--- src/rtl/coherence_bus_arbiter_if.sv ---
// coherence_bus_arbiter_if: per-CPU cache request/response and RAM port bundle
// slave  : arbiter side (takes cache requests and RAM status, drives waits, loads, RAM strobes, snoops)
// master : cache/RAM side (drives requests and RAM status, observes the arbiter outputs)
interface coherence_bus_arbiter_if #(parameter int CPUS = 2);
    logic [CPUS-1:0]       iren, dren, dwen, ccwrite, cctrans;
    logic [CPUS-1:0]       iwait, dwait, ccwait, ccinv;
    logic [CPUS-1:0][31:0] iaddr, daddr, dstore, iload, dload, ccsnoopaddr;
    logic [31:0]           ramload, ramaddr, ramstore;
    logic [1:0]            ramstate;
    logic                  ramren, ramwen;
    modport slave (
        input  iren, dren, dwen, ccwrite, cctrans, iaddr, daddr, dstore, ramload, ramstate,
        output iwait, dwait, ccwait, ccinv, iload, dload, ccsnoopaddr, ramaddr, ramstore, ramren, ramwen
    );
    modport master (
        output iren, dren, dwen, ccwrite, cctrans, iaddr, daddr, dstore, ramload, ramstate,
        input  iwait, dwait, ccwait, ccinv, iload, dload, ccsnoopaddr, ramaddr, ramstore, ramren, ramwen
    );
endinterface

--- src/rtl/coherence_bus_arbiter.sv ---
// coherence_bus_arbiter: arbitrates 2 CPUs' icache/dcache requests onto one RAM port with MSI snooping
// clk, rst : clock, asynchronous active-high reset
// bus      : slave modport carrying cache requests/responses, snoop controls and the RAM port
module coherence_bus_arbiter #(
    parameter int CPUS = 2
) (
    input logic clk,
    input logic rst,
    coherence_bus_arbiter_if.slave bus
);
    localparam logic [1:0] ACCESS = 2'd2;
    typedef enum logic [2:0] {IDLE, SNOOP, FWD, DLOAD, DSTORE, ILOAD} state_t;
    state_t state, nxt;
    logic req, rr_d, rr_i, gnt, done_d, done_i, acc, r, o;
    logic [1:0] dreq, iwait, dwait, ccwait, ccinv;
    logic [1:0][31:0] iload, dload, ccsnoopaddr;
    logic ramren, ramwen;
    logic [31:0] ramaddr, ramstore;

    if (CPUS != 2) begin : g_cpus
        $error("coherence_bus_arbiter supports only CPUS=2");
    end

    assign r = req;
    assign o = ~req;
    assign acc = bus.ramstate == ACCESS;
    // a dcache needs service for reads, writebacks and pending state transitions
    assign dreq = bus.dren | bus.dwen | bus.cctrans;
    assign gnt = |dreq ? (dreq[rr_d] ? rr_d : ~rr_d) : (bus.iren[rr_i] ? rr_i : ~rr_i);

    always_comb begin
        nxt = state;
        iwait = '1;
        dwait = '1;
        iload = '0;
        dload = '0;
        ccwait = '0;
        ccinv = '0;
        ccsnoopaddr = '0;
        ramren = 1'b0;
        ramwen = 1'b0;
        ramaddr = '0;
        ramstore = '0;
        done_d = 1'b0;
        done_i = 1'b0;
        case (state)
            IDLE: nxt = (bus.dwen[gnt] & ~bus.cctrans[gnt]) ? DSTORE :
                        (bus.dren[gnt] | bus.cctrans[gnt]) ? SNOOP :
                        bus.iren[gnt] ? ILOAD : IDLE;
            SNOOP: begin
                ccwait[o] = 1'b1;
                ccsnoopaddr[o] = bus.daddr[r];
                ccinv[o] = bus.ccwrite[r];
                if (!(bus.dren[r] | bus.cctrans[r])) nxt = IDLE;
                else if (bus.ccwrite[o] & bus.dwen[o]) nxt = FWD;
                else if (bus.dren[r]) nxt = DLOAD;
                else begin
                    // S->M upgrade: invalidation alone completes it
                    dwait[r] = 1'b0;
                    done_d = 1'b1;
                    nxt = IDLE;
                end
            end
            FWD: begin
                // owner's dirty line is written back and handed to the requester in one RAM write
                ramwen = 1'b1;
                ramaddr = bus.daddr[o];
                ramstore = bus.dstore[o];
                dload[r] = bus.dstore[o];
                ccwait[o] = 1'b1;
                if (!(bus.dren[r] | bus.cctrans[r])) nxt = IDLE;
                else if (acc) begin
                    dwait = '0;
                    done_d = 1'b1;
                    nxt = IDLE;
                end
            end
            DLOAD: begin
                ramren = 1'b1;
                ramaddr = bus.daddr[r];
                if (!bus.dren[r]) nxt = IDLE;
                else if (acc) begin
                    dload[r] = bus.ramload;
                    dwait[r] = 1'b0;
                    done_d = 1'b1;
                    nxt = IDLE;
                end
            end
            DSTORE: begin
                ramwen = 1'b1;
                ramaddr = bus.daddr[r];
                ramstore = bus.dstore[r];
                if (!bus.dwen[r]) nxt = IDLE;
                else if (acc) begin
                    dwait[r] = 1'b0;
                    done_d = 1'b1;
                    nxt = IDLE;
                end
            end
            ILOAD: begin
                ramren = 1'b1;
                ramaddr = bus.iaddr[r];
                if (!bus.iren[r]) nxt = IDLE;
                else if (acc) begin
                    iload[r] = bus.ramload;
                    iwait[r] = 1'b0;
                    done_i = 1'b1;
                    nxt = IDLE;
                end
            end
            default: nxt = IDLE;
        endcase
    end

    always_ff @(posedge clk or posedge rst) begin
        if (rst) begin
            state <= IDLE;
            req <= 1'b0;
            rr_d <= 1'b0;
            rr_i <= 1'b0;
        end else begin
            state <= nxt;
            if (state == IDLE) req <= gnt;
            if (done_d) rr_d <= ~req;
            if (done_i) rr_i <= ~req;
        end
    end

    assign bus.iwait = iwait;
    assign bus.dwait = dwait;
    assign bus.iload = iload;
    assign bus.dload = dload;
    assign bus.ccwait = ccwait;
    assign bus.ccinv = ccinv;
    assign bus.ccsnoopaddr = ccsnoopaddr;
    assign bus.ramren = ramren;
    assign bus.ramwen = ramwen;
    assign bus.ramaddr = ramaddr;
    assign bus.ramstore = ramstore;
endmodule

--- src/flat_wrapper.sv ---
// flat-port wrapper written by rule: the top's interface ports become plain ports
module coherence_bus_arbiter_flat 
#(
    parameter int CPUS = 2
)
  (clk, rst, bus_iren, bus_dren, bus_dwen, bus_ccwrite, bus_cctrans, bus_iaddr, bus_daddr, bus_dstore, bus_ramload, bus_ramstate, bus_iwait, bus_dwait, bus_ccwait, bus_ccinv, bus_iload, bus_dload, bus_ccsnoopaddr, bus_ramaddr, bus_ramstore, bus_ramren, bus_ramwen);
  coherence_bus_arbiter_if #(.CPUS(CPUS)) bus_i ();
  input logic clk;
  input logic rst;
  input wire logic [$bits(bus_i.iren)-1:0] bus_iren;
  input wire logic [$bits(bus_i.dren)-1:0] bus_dren;
  input wire logic [$bits(bus_i.dwen)-1:0] bus_dwen;
  input wire logic [$bits(bus_i.ccwrite)-1:0] bus_ccwrite;
  input wire logic [$bits(bus_i.cctrans)-1:0] bus_cctrans;
  input wire logic [$bits(bus_i.iaddr)-1:0] bus_iaddr;
  input wire logic [$bits(bus_i.daddr)-1:0] bus_daddr;
  input wire logic [$bits(bus_i.dstore)-1:0] bus_dstore;
  input wire logic [$bits(bus_i.ramload)-1:0] bus_ramload;
  input wire logic [$bits(bus_i.ramstate)-1:0] bus_ramstate;
  output wire logic [$bits(bus_i.iwait)-1:0] bus_iwait;
  output wire logic [$bits(bus_i.dwait)-1:0] bus_dwait;
  output wire logic [$bits(bus_i.ccwait)-1:0] bus_ccwait;
  output wire logic [$bits(bus_i.ccinv)-1:0] bus_ccinv;
  output wire logic [$bits(bus_i.iload)-1:0] bus_iload;
  output wire logic [$bits(bus_i.dload)-1:0] bus_dload;
  output wire logic [$bits(bus_i.ccsnoopaddr)-1:0] bus_ccsnoopaddr;
  output wire logic [$bits(bus_i.ramaddr)-1:0] bus_ramaddr;
  output wire logic [$bits(bus_i.ramstore)-1:0] bus_ramstore;
  output wire logic [$bits(bus_i.ramren)-1:0] bus_ramren;
  output wire logic [$bits(bus_i.ramwen)-1:0] bus_ramwen;
  assign bus_i.iren = bus_iren;
  assign bus_i.dren = bus_dren;
  assign bus_i.dwen = bus_dwen;
  assign bus_i.ccwrite = bus_ccwrite;
  assign bus_i.cctrans = bus_cctrans;
  assign bus_i.iaddr = bus_iaddr;
  assign bus_i.daddr = bus_daddr;
  assign bus_i.dstore = bus_dstore;
  assign bus_i.ramload = bus_ramload;
  assign bus_i.ramstate = bus_ramstate;
  assign bus_iwait = bus_i.iwait;
  assign bus_dwait = bus_i.dwait;
  assign bus_ccwait = bus_i.ccwait;
  assign bus_ccinv = bus_i.ccinv;
  assign bus_iload = bus_i.iload;
  assign bus_dload = bus_i.dload;
  assign bus_ccsnoopaddr = bus_i.ccsnoopaddr;
  assign bus_ramaddr = bus_i.ramaddr;
  assign bus_ramstore = bus_i.ramstore;
  assign bus_ramren = bus_i.ramren;
  assign bus_ramwen = bus_i.ramwen;
  coherence_bus_arbiter #(.CPUS(CPUS)) u_core (.clk(clk), .rst(rst), .bus(bus_i));
endmodule
--- config.mk ---
export PLATFORM = sky130hd
export DESIGN_NAME = coherence_bus_arbiter_flat
export DESIGN_NICKNAME = d
export VERILOG_FILES = /design/src/rtl/coherence_bus_arbiter_if.sv /design/src/rtl/coherence_bus_arbiter.sv /design/src/flat_wrapper.sv
export SDC_FILE = /design/constraint.sdc
export NUM_CORES = 1
export LEC_CHECK = 0
export CORE_AREA = 2 2 196 198
export CTS_CLUSTER_DIAMETER = 80
export DETAILED_ROUTE_END_ITERATION = 10
export DIE_AREA = 0 0 198 200
export HOLD_SLACK_MARGIN = 0.12
export PLACE_DENSITY = 0.48
export SLEW_MARGIN = 15
export SYNTH_ARGS = -nofsm -noshare
export SYNTH_HDL_FRONTEND = slang
export SYNTH_SLANG_ARGS = --single-unit
--- constraint.sdc ---
create_clock -name clk -period 4.9 [get_ports clk]
set_input_delay 1.47 -clock clk [delete_from_list [all_inputs] [get_ports clk]]
set_output_delay 1.47 -clock clk [all_outputs]
set_load 0.01 [all_outputs]
Word level (Yosys, flattened, before mapping). Cells that the tools add are included.

$lt $le $gt $ge: 7. Equal/unequal tests: 6. Muxes and demuxes: 92. Bitwise operators: 15. Reductions and logical operators: 8.

Operator list (count): $mux W32 (12); $mux W64 (5); $and A64 B64 Y64 (3); $pmux W64 S2 (1); $pmux W32 S3 (1); $demux W32 S1 (2); $pmux W32 S2 (1); $mux W1 (42); $mux W3 (10); $mux W2 (13); $pmux W3 S6 (1); $lt A1 B2 Y1 const B (5); $reduce_or A2 Y1 (5); $pmux W2 S4 (1); $eq A3 B2 Y1 const B (2); $eq A3 B3 Y1 const B (2); $not A1 Y1 (4); $or A2 B2 Y2 (2); $pmux W1 S4 (1); $eq A3 B1 Y1 const B (1); $logic_not A3 Y1 (1); $and A1 B1 Y1 (2); $and A2 B2 Y2 (1); $demux W1 S1 (2); other kinds (5) (8).

Register bits: 6. Output and inout bits: 266.

Depth between registers and ports, before layout. Gate-level depths: netlist of run 1.

Word-level depth: 12. Depth in mapped cells: 8. Mapped depth without buffers: 5.

Worst setup path after synthesis of run 1. Ideal clock, no wire load.

Kind: input-to-output. From: input bus_ramstate[0]. To: output bus_iload[23]. Arrival time: 2.463 ns. Data required time: 3.430 ns. Slack: 0.967 ns. Stages: 5. Cell sequence: nand2b_1 -> clkbuf_1 -> nor3_2 -> clkbuf_1 -> and2_1.

Longest elaborated chain between the ends: 4.

RTL lines: start, declared (RTL line flat_wrapper.sv:19) `input wire logic [$bits(bus_i.ramstate)-1:0] bus_ramstate;`; $eq A2 B2 Y1 (RTL line coherence_bus_arbiter.sv:26) `assign acc = bus.ramstate == ACCESS;`; $mux W64 (RTL line coherence_bus_arbiter.sv:104) `else if (acc) begin`; $mux W64 (RTL line coherence_bus_arbiter.sv:103) `if (!bus.iren[r]) nxt = IDLE;`; $mux W64 (RTL line coherence_bus_arbiter.sv:46) `case (state)`; end, declared (RTL line flat_wrapper.sv:24) `output wire logic [$bits(bus_i.iload)-1:0] bus_iload;`.

Every way passes these cells.

Worst setup path after layout of run 1.
From: input bus_iren[1]. To: output bus_iload[58].

Longest elaborated chain between the ends: 4.

RTL lines: start, declared (RTL line flat_wrapper.sv:10) `input wire logic [$bits(bus_i.iren)-1:0] bus_iren;`; $mux W1 (not written as such) (2 in a row) (RTL line coherence_bus_arbiter.sv:103); $mux W64 (RTL line coherence_bus_arbiter.sv:103); $mux W64 (RTL line coherence_bus_arbiter.sv:46).

Every way passes these cells. The select of a mux whose other input is x is not followed.

==> results_dict.tcl, run 1 <==
set metrics [dict create \
    tightest_slew_ps 886 \
    ys_ff_latch 6 \
    path_class "in -> out" \
    fill_cells 4129 \
    fp.dieH_um 200 \
    numClockSinks 6 \
    p_comb_share_pct 92.9 \
    ys_seq_area_share_pct 2.98 \
    drtAntennaViolNets 0 \
    drtPass1Iterations 5 \
    power.internal_w 0.00187 \
    outcome "completed" \
    routedWlPerCell_um 21.3 \
    power.total_w 0.00382 \
    crit_chain "clkdlybuf4s50_1 -> mux2_2 -> nand2_4 -> nor2_4 -> buf_12 -> buf_16 -> and2_1 -> clkdlybuf4s50_1" \
    cts_buffers 3 \
    hold_slack_ps 575 \
    final_area_um2 10800 \
    routed_wl_um 36700 \
    final_layout_size_suffix_gt1_share_pct 6.78 \
    yosysUniqueCellTypes 54 \
    grt_pass1_wl_um 52000 \
    fin_setup_tns_ps 0 \
    maxCapViolCount 0 \
    critPathTopFamily "buffers and inverters" \
    fin_nets 1451 \
    crit_arrival_ps 3330 \
    hold_violations 0 \
    rr_endpoint "u_core.state[0]$_DFF_PP0_" \
    avgSynthCellArea_um2 6.62 \
    max-vdd-ir-drop_mv 0.315 \
    wl_met3_um 2650 \
    gp_congestion 0.804 \
    area_growth_pct 115 \
    h-tree-depth 1 \
    period_needed_ps 4800 \
    pwr-share-seq_pct 3.3 \
    dpl_cell_area_um2 10700 \
    cts_hold_buf 0 \
    rr_startpoint "u_core.state[1]$_DFF_PP0_" \
    crit_fanout 16 \
    slew_headroom_pct 40.9 \
    drtIter0Drc 361 \
    post-route-util_pct 29.0 \
    maxSlewViolCount 0 \
    grt_start_max_net_pins 93 \
    fmax_ghz 0.209 \
    root_buffer "clkbuf_16" \
    coreArea_um2 37400 \
    syn_inst 762 \
    dr_total_vias 8302 \
    critical_path_buf_inv_count 4 \
    cp.required_ps 3430 \
    final-setup-viol-count 0 \
    cellLeakagePower_nw 4.24 \
    io_pins 504 \
    cts_tree "yes" \
    p_sw_share_pct 51.1 \
    die_x_um 198 \
    m1WireLength_um 14900 \
    clk_latency_ps 240 \
    via_per_inst 4.82 \
    wl_met2_um 18300 \
    grt_pass1_vias 7918 \
    io_buffers 503 \
    cp.depth 8 \
    p_switching_w 0.00195 \
    dpl.hpwl_um 28500 \
    path_common_cell "clkdlybuf4s50_1" \
    rsz0062_at_grt "no" \
    hold_end "u_core.rr_i$_DFFE_PP0P_" \
    synth_edf_count 0 \
    timing.final.crit_share_pct 97.9 \
    syn_nets 1002 \
    rows 71 \
    r2r_slack_ps 2590 \
    cts_buffer_depth 2 \
    yosysWarnings 0 \
    hp-class "reg -> reg" \
    end_kind "primary output" \
    p_per_area_nw_per_um2 352 \
    start_util_pct 13.5 \
    synth_flop_cell "dfrtp_1" \
    final_common_cell "clkdlybuf4s50_1" \
    critPathMaxStageDelay_ps 530 \
    route.detailed.drc 0 \
    finClkSkew_ps 5.56 \
    start_kind "input port" \
    worst-r2r-cell-count 7 \
    worstHoldPathCells 2 \
    final_cell_mix "clkdlybuf4s50_1, a22oi_1, dlygate4sd2_1, and2_1, a21oi_1" \
    grt_antenna_before_repair 6 \
    die_area_um2 39600 \
    grt-ovfl-total 0 \
    syn-cell-area_um2 5040 \
    slowest_stage "clkdlybuf4s50_1" \
    min_from "u_core.rr_i$_DFFE_PP0P_" \
    path_clk_slew_ps 40 \
    routed.top_layer "met5" \
    postSynth.asyncResetShare_pct 100 \
    clock_power_share_pct 3.8 \
    track_usage_pct 17.0 \
]
cell families (layout without fill, tap and decap cells):
family                     after synthesis  after routing  share of synthesized area, %
adders and majority gates                2              2                         0.496
and+or+nand+nor                        281            281                          32.9
muxes                                    5              5                          1.09
AOI/OAI and AO/OA                      355            355                          51.7
other                                    0              2                             0
buffers and inverters                  113            561                          10.8
DFF                                      6              6                          2.98
how the worst max path moves through the flow:
stage               startpoint       endpoint  slack (ps)
6_report           bus_iren[1]  bus_iload[58]         100
5_1_grt            bus_dren[0]   bus_dload[2]          20
4_1_cts        bus_ramstate[1]  bus_iload[62]        -100
3_5_place_dp       bus_dren[1]  bus_dload[39]        -130
3_3_place_gp       bus_dren[0]  bus_dload[39]        -130
2_1_floorplan  bus_ramstate[0]  bus_iload[23]         970
layer usage:
metal / vias up / GRT usage [%]
met3: 38 / 3.01
met5: - / 0
li1: 3874 / -
met2: 423 / 31.1
met4: 4 / 4.18
met1: 3963 / 20.5
tightest hold or removal path, cell delays in order, from the launching register on:
cell and delay [ps]:
dfrtp_1 380, o21ai_0 100, o31ai_1 60
per-stage QoR:
stage          cells  setup slack, ps
2_1_floorplan    762              967
3_3_place_gp    1712             -125
3_5_place_dp    1712             -128
4_1_cts         1720             -103
5_1_grt         1723             16.1
6_report        1723              104
sequential cells by signal, indices dropped and copies added, names as in the netlist:
register,flops
u_core.state,3
u_core.rr_i,1
u_core.r,1
u_core.rr_d,1
power by group through the flow:
stage	logic (W)	clock network [W]	registers, W
5_1_grt	0.00384	0.000148	0.000131
3_3_place_gp	0.00360	0	0.000126
3_5_place_dp	0.00359	0	0.000124
4_1_cts	0.00361	0.000146	0.000124
2_1_floorplan	0.00185	0	0.0000886
6_report	0.00355	0.000144	0.000126
synthesized netlist by cell type, types with 2 or more instances:
| cell type | instances | area, µm² |
|---|---|---|
| a22oi_1 | 136 | 1020 |
| and2_1 | 99 | 619 |
| a21oi_1 | 80 | 400 |
| nor2b_1 | 68 | 425 |
| a221oi_1 | 49 | 429 |
| clkbuf_1 | 49 | 184 |
| buf_2 | 37 | 185 |
| nand2_1 | 35 | 131 |
| and3_1 | 33 | 206 |
| a221o_1 | 24 | 240 |
| a311oi_1 | 24 | 210 |
| nor2_1 | 19 | 71.3 |
| a211oi_1 | 9 | 67.6 |
| buf_6 | 7 | 78.8 |
| inv_1 | 7 | 26.3 |
| o21ai_0 | 7 | 35.0 |
| buf_1 | 6 | 22.5 |
| buf_4 | 6 | 45.0 |
| dfrtp_1 | 6 | 150 |
| nor3_1 | 5 | 25.0 |
| mux2_2 | 4 | 45.0 |
| nand3_1 | 4 | 20.0 |
| nor3b_1 | 4 | 30.0 |
| nand2b_1 | 3 | 18.8 |
| o22ai_1 | 3 | 18.8 |
| a211o_1 | 2 | 17.5 |
| a21boi_0 | 2 | 15.0 |
| a31oi_1 | 2 | 12.5 |
| and3b_1 | 2 | 17.5 |
| ha_1 | 2 | 25.0 |
| o21a_1 | 2 | 15.0 |
| o21bai_1 | 2 | 15.0 |
| o31ai_1 | 2 | 15.0 |
| o32ai_1 | 2 | 17.5 |
repair_timing:
item | in CTS | in global routing
setup buffers | 2 | 1
cloned | 2 | 0
resized for setup | 120 | 15
pin swaps | 0 | 1
setup endpoints to repair | 123 | 20
cell type report:
| type | count | area [µm²] | area share (%) |
|---|---|---|---|
| Timing Repair Buffer | 550 | 5500 | 50.8 |
| Multi-Input combinational cell | 643 | 4440 | 40.9 |
| Tap cell | 511 | 639 | 5.90 |
| Sequential cell | 6 | 154 | 1.42 |
| Clock buffer | 4 | 78.8 | 0.727 |
| Inverter | 7 | 26.3 | 0.242 |
| Antenna cell | 2 | 5.00 | 0.0462 |
Power figures use the tool's default switching activity.
==> run 2, diff against run 1 <==
==> constraint.sdc (replaced) <==
create_clock -name clk -period 4.9 [get_ports clk]
set_input_delay 1.47 -clock clk [delete_from_list [all_inputs] [get_ports clk]]
set_output_delay 1.47 -clock clk [all_outputs]
set_load 0.005 [all_outputs]
==> results_dict.tcl, run 2 (synthesis gave the netlist of run 1 again) <==
set metrics [dict create \
    root_buffer "clkbuf_16" \
    drtIter0Drc 413 \
    crit_chain "clkdlybuf4s50_1 -> mux2_4 -> nand3_4 -> nor2_4 -> buf_12 -> clkbuf_16 -> buf_4 -> a22oi_2 -> nor2b_1 -> clkdlybuf4s15_1" \
    path_clk_slew_ps 40 \
    final_common_cell "clkdlybuf4s50_1" \
    dpl.hpwl_um 28600 \
    top_register "u_core.state" \
    maxSlewViolCount 0 \
    cts_tree "yes" \
    hold_violations 0 \
    routed_wl_um 38100 \
    grt-ovfl-total 0 \
    cts_buffers 3 \
    fmax_ghz 0.207 \
    multi_input_area_um2 4440 \
    finClkSkew_ps 8.94 \
    start_kind "input port" \
    rsz0062_at_grt "yes" \
    dr_total_vias 8388 \
    grt_start_max_net_pins 79 \
    grt_use_met2_pct 29.8 \
    timing.final.crit_share_pct 98.8 \
    fin_nets 1466 \
    coreArea_um2 37400 \
    gr-usage-met3_pct 2.99 \
    drtAntennaViolNets 0 \
    crit_fanout 13 \
    pre_cts_ws_ps -106 \
    io_buffers 503 \
    start_util_pct 13.5 \
    slew_headroom_pct 28.7 \
    final_layout_size_suffix_gt1_share_pct 7.92 \
    gp_congestion 0.799 \
    p_per_area_nw_per_um2 323 \
    cts_hold_buf 0 \
    final-setup-viol-count 0 \
    slowest_stage "clkdlybuf4s50_1" \
    end_kind "primary output" \
    route.detailed.drc 0 \
    critPathMaxStageDelay_ps 420 \
    cp.required_ps 3430 \
    io_pins 504 \
    final_cell_mix "clkdlybuf4s50_1, a22oi_1, and2_1, a21oi_1, nor2b_1" \
    routedWlPerCell_um 22.0 \
    grt_pass1_wl_um 51400 \
    rows 71 \
    critPathTopFamily "buffers and inverters" \
    crit_arrival_ps 3370 \
    power.total_w 0.00363 \
    max-vdd-ir-drop_mv 0.280 \
    cts_buffer_depth 2 \
    final_area_um2 11200 \
    track_usage_pct 16.8 \
    grt_pass1_vias 7857 \
    die_area_um2 39600 \
    fill_cells 4080 \
    clk_latency_ps 240 \
    area_growth_pct 123 \
    maxCapViolCount 0 \
    grt_antenna_before_repair 4 \
    period_needed_ps 4840 \
    met1_usage_pct 20.7 \
    hp-class "reg -> reg" \
    cellLeakagePower_nw 4.93 \
    critical_path_buf_inv_count 5 \
    dpl_cell_area_um2 10700 \
    min_from "u_core.rr_i$_DFFE_PP0P_" \
    h-tree-depth 1 \
    fp.dieH_um 200 \
    path_class "in -> out" \
    die_x_um 198 \
    outcome "completed" \
    largest_register_ffs 3 \
    tightest_slew_ps 1070 \
    rr_startpoint "u_core.state[2]$_DFF_PP0_" \
    seq_area_um2 154 \
    fin_ws_ps 59.2 \
    busiest_layer "met2" \
    numClockSinks 6 \
    drtPass1Iterations 5 \
    via_per_inst 4.83 \
    worstSetupStartpoint "bus_dren[0]" \
]
## run 2: changes by cell type in the layout (fill, tap and decap cells not counted), sizes merged
| cell | before | now |
|---|---|---|
| clkbuf | 4 | 11 |
| dlymetal6s2s | 13 | 62 |
| bufbuf | 1 | 0 |
| dlygate4sd2 | 111 | 35 |
| clkdlybuf4s50 | 374 | 400 |
| buf | 51 | 59 |
| diode | 2 | 1 |
| clkdlybuf4s15 | 0 | 2 |
## run 2: stage by stage
stage               utilization, %  setup TNS, ps  hold slack [ps]  instances
finish                        30.0              0              577       1737
global route                  30.0          -36.5              650       1737
CTS                           28.6           -115              584       1716
detailed placement            28.5          -1430              574       1712
global placement              28.5           -848              558       1712
floorplan                        -              0              515        762
## run 2: layout make-up
class                   instances  area share (%)
flip-flops and latches          6            1.37
diodes                          1          0.0223
inverters                       7           0.234
multi-input cells             643            39.5
clock buffers                   4           0.702
repair buffers                565            52.4
well taps                     511            5.69
## run 2: worst reg2reg max path, delay by kind of cell, from the launching register on
kind | cells | cell delay (ps)
AO/OA/AOI/OAI | 2 | 480
buffers and inverters | 1 | 200
AND/OR/NAND/NOR | 3 | 1000
flip-flops | 1 | 540
## run 2: path summary, 6_finish.rpt
kind / slack [ps] / end / cells after the start
max: 60 / bus_dload[39] / 10
min: 580 / u_core.rr_i$_DFFE_PP0P_ / 2
max reg2reg: 2570 / u_core.state[0]$_DFF_PP0_ / 6
min reg2reg: 580 / u_core.rr_i$_DFFE_PP0P_ / 2
max in group asynchronous: 3190 / u_core.r$_DFFE_PP0P_ / 2
min in group asynchronous: 1470 / u_core.rr_d$_DFFE_PP0P_ / 2
## run 2: what timing repair did
| item | 4_1_cts | 5_1_grt |
|---|---|---|
| pin swaps | 1 | 2 |
| gates cloned | 0 | 8 |
| resized for setup | 39 | 77 |
| buffers inserted | 0 | 12 |
| hold endpoints to repair | 0 | 0 |
| setup endpoints to repair | 52 | 92 |
## run 2: metal layers
metal,vias up,wire (µm)
met5,-,16
met2,455,18800
li1,3900,-
met3,49,2780
met4,2,1230
met1,3982,15300
## run 2: power breakdown
part | total (W) | switching [W] | internal, W
Sequential | 0.000160 | 0.0000886 | 0.0000716
Clock | 0.000142 | 0.0000332 | 0.000108
Combinational | 0.00333 | 0.00167 | 0.00166
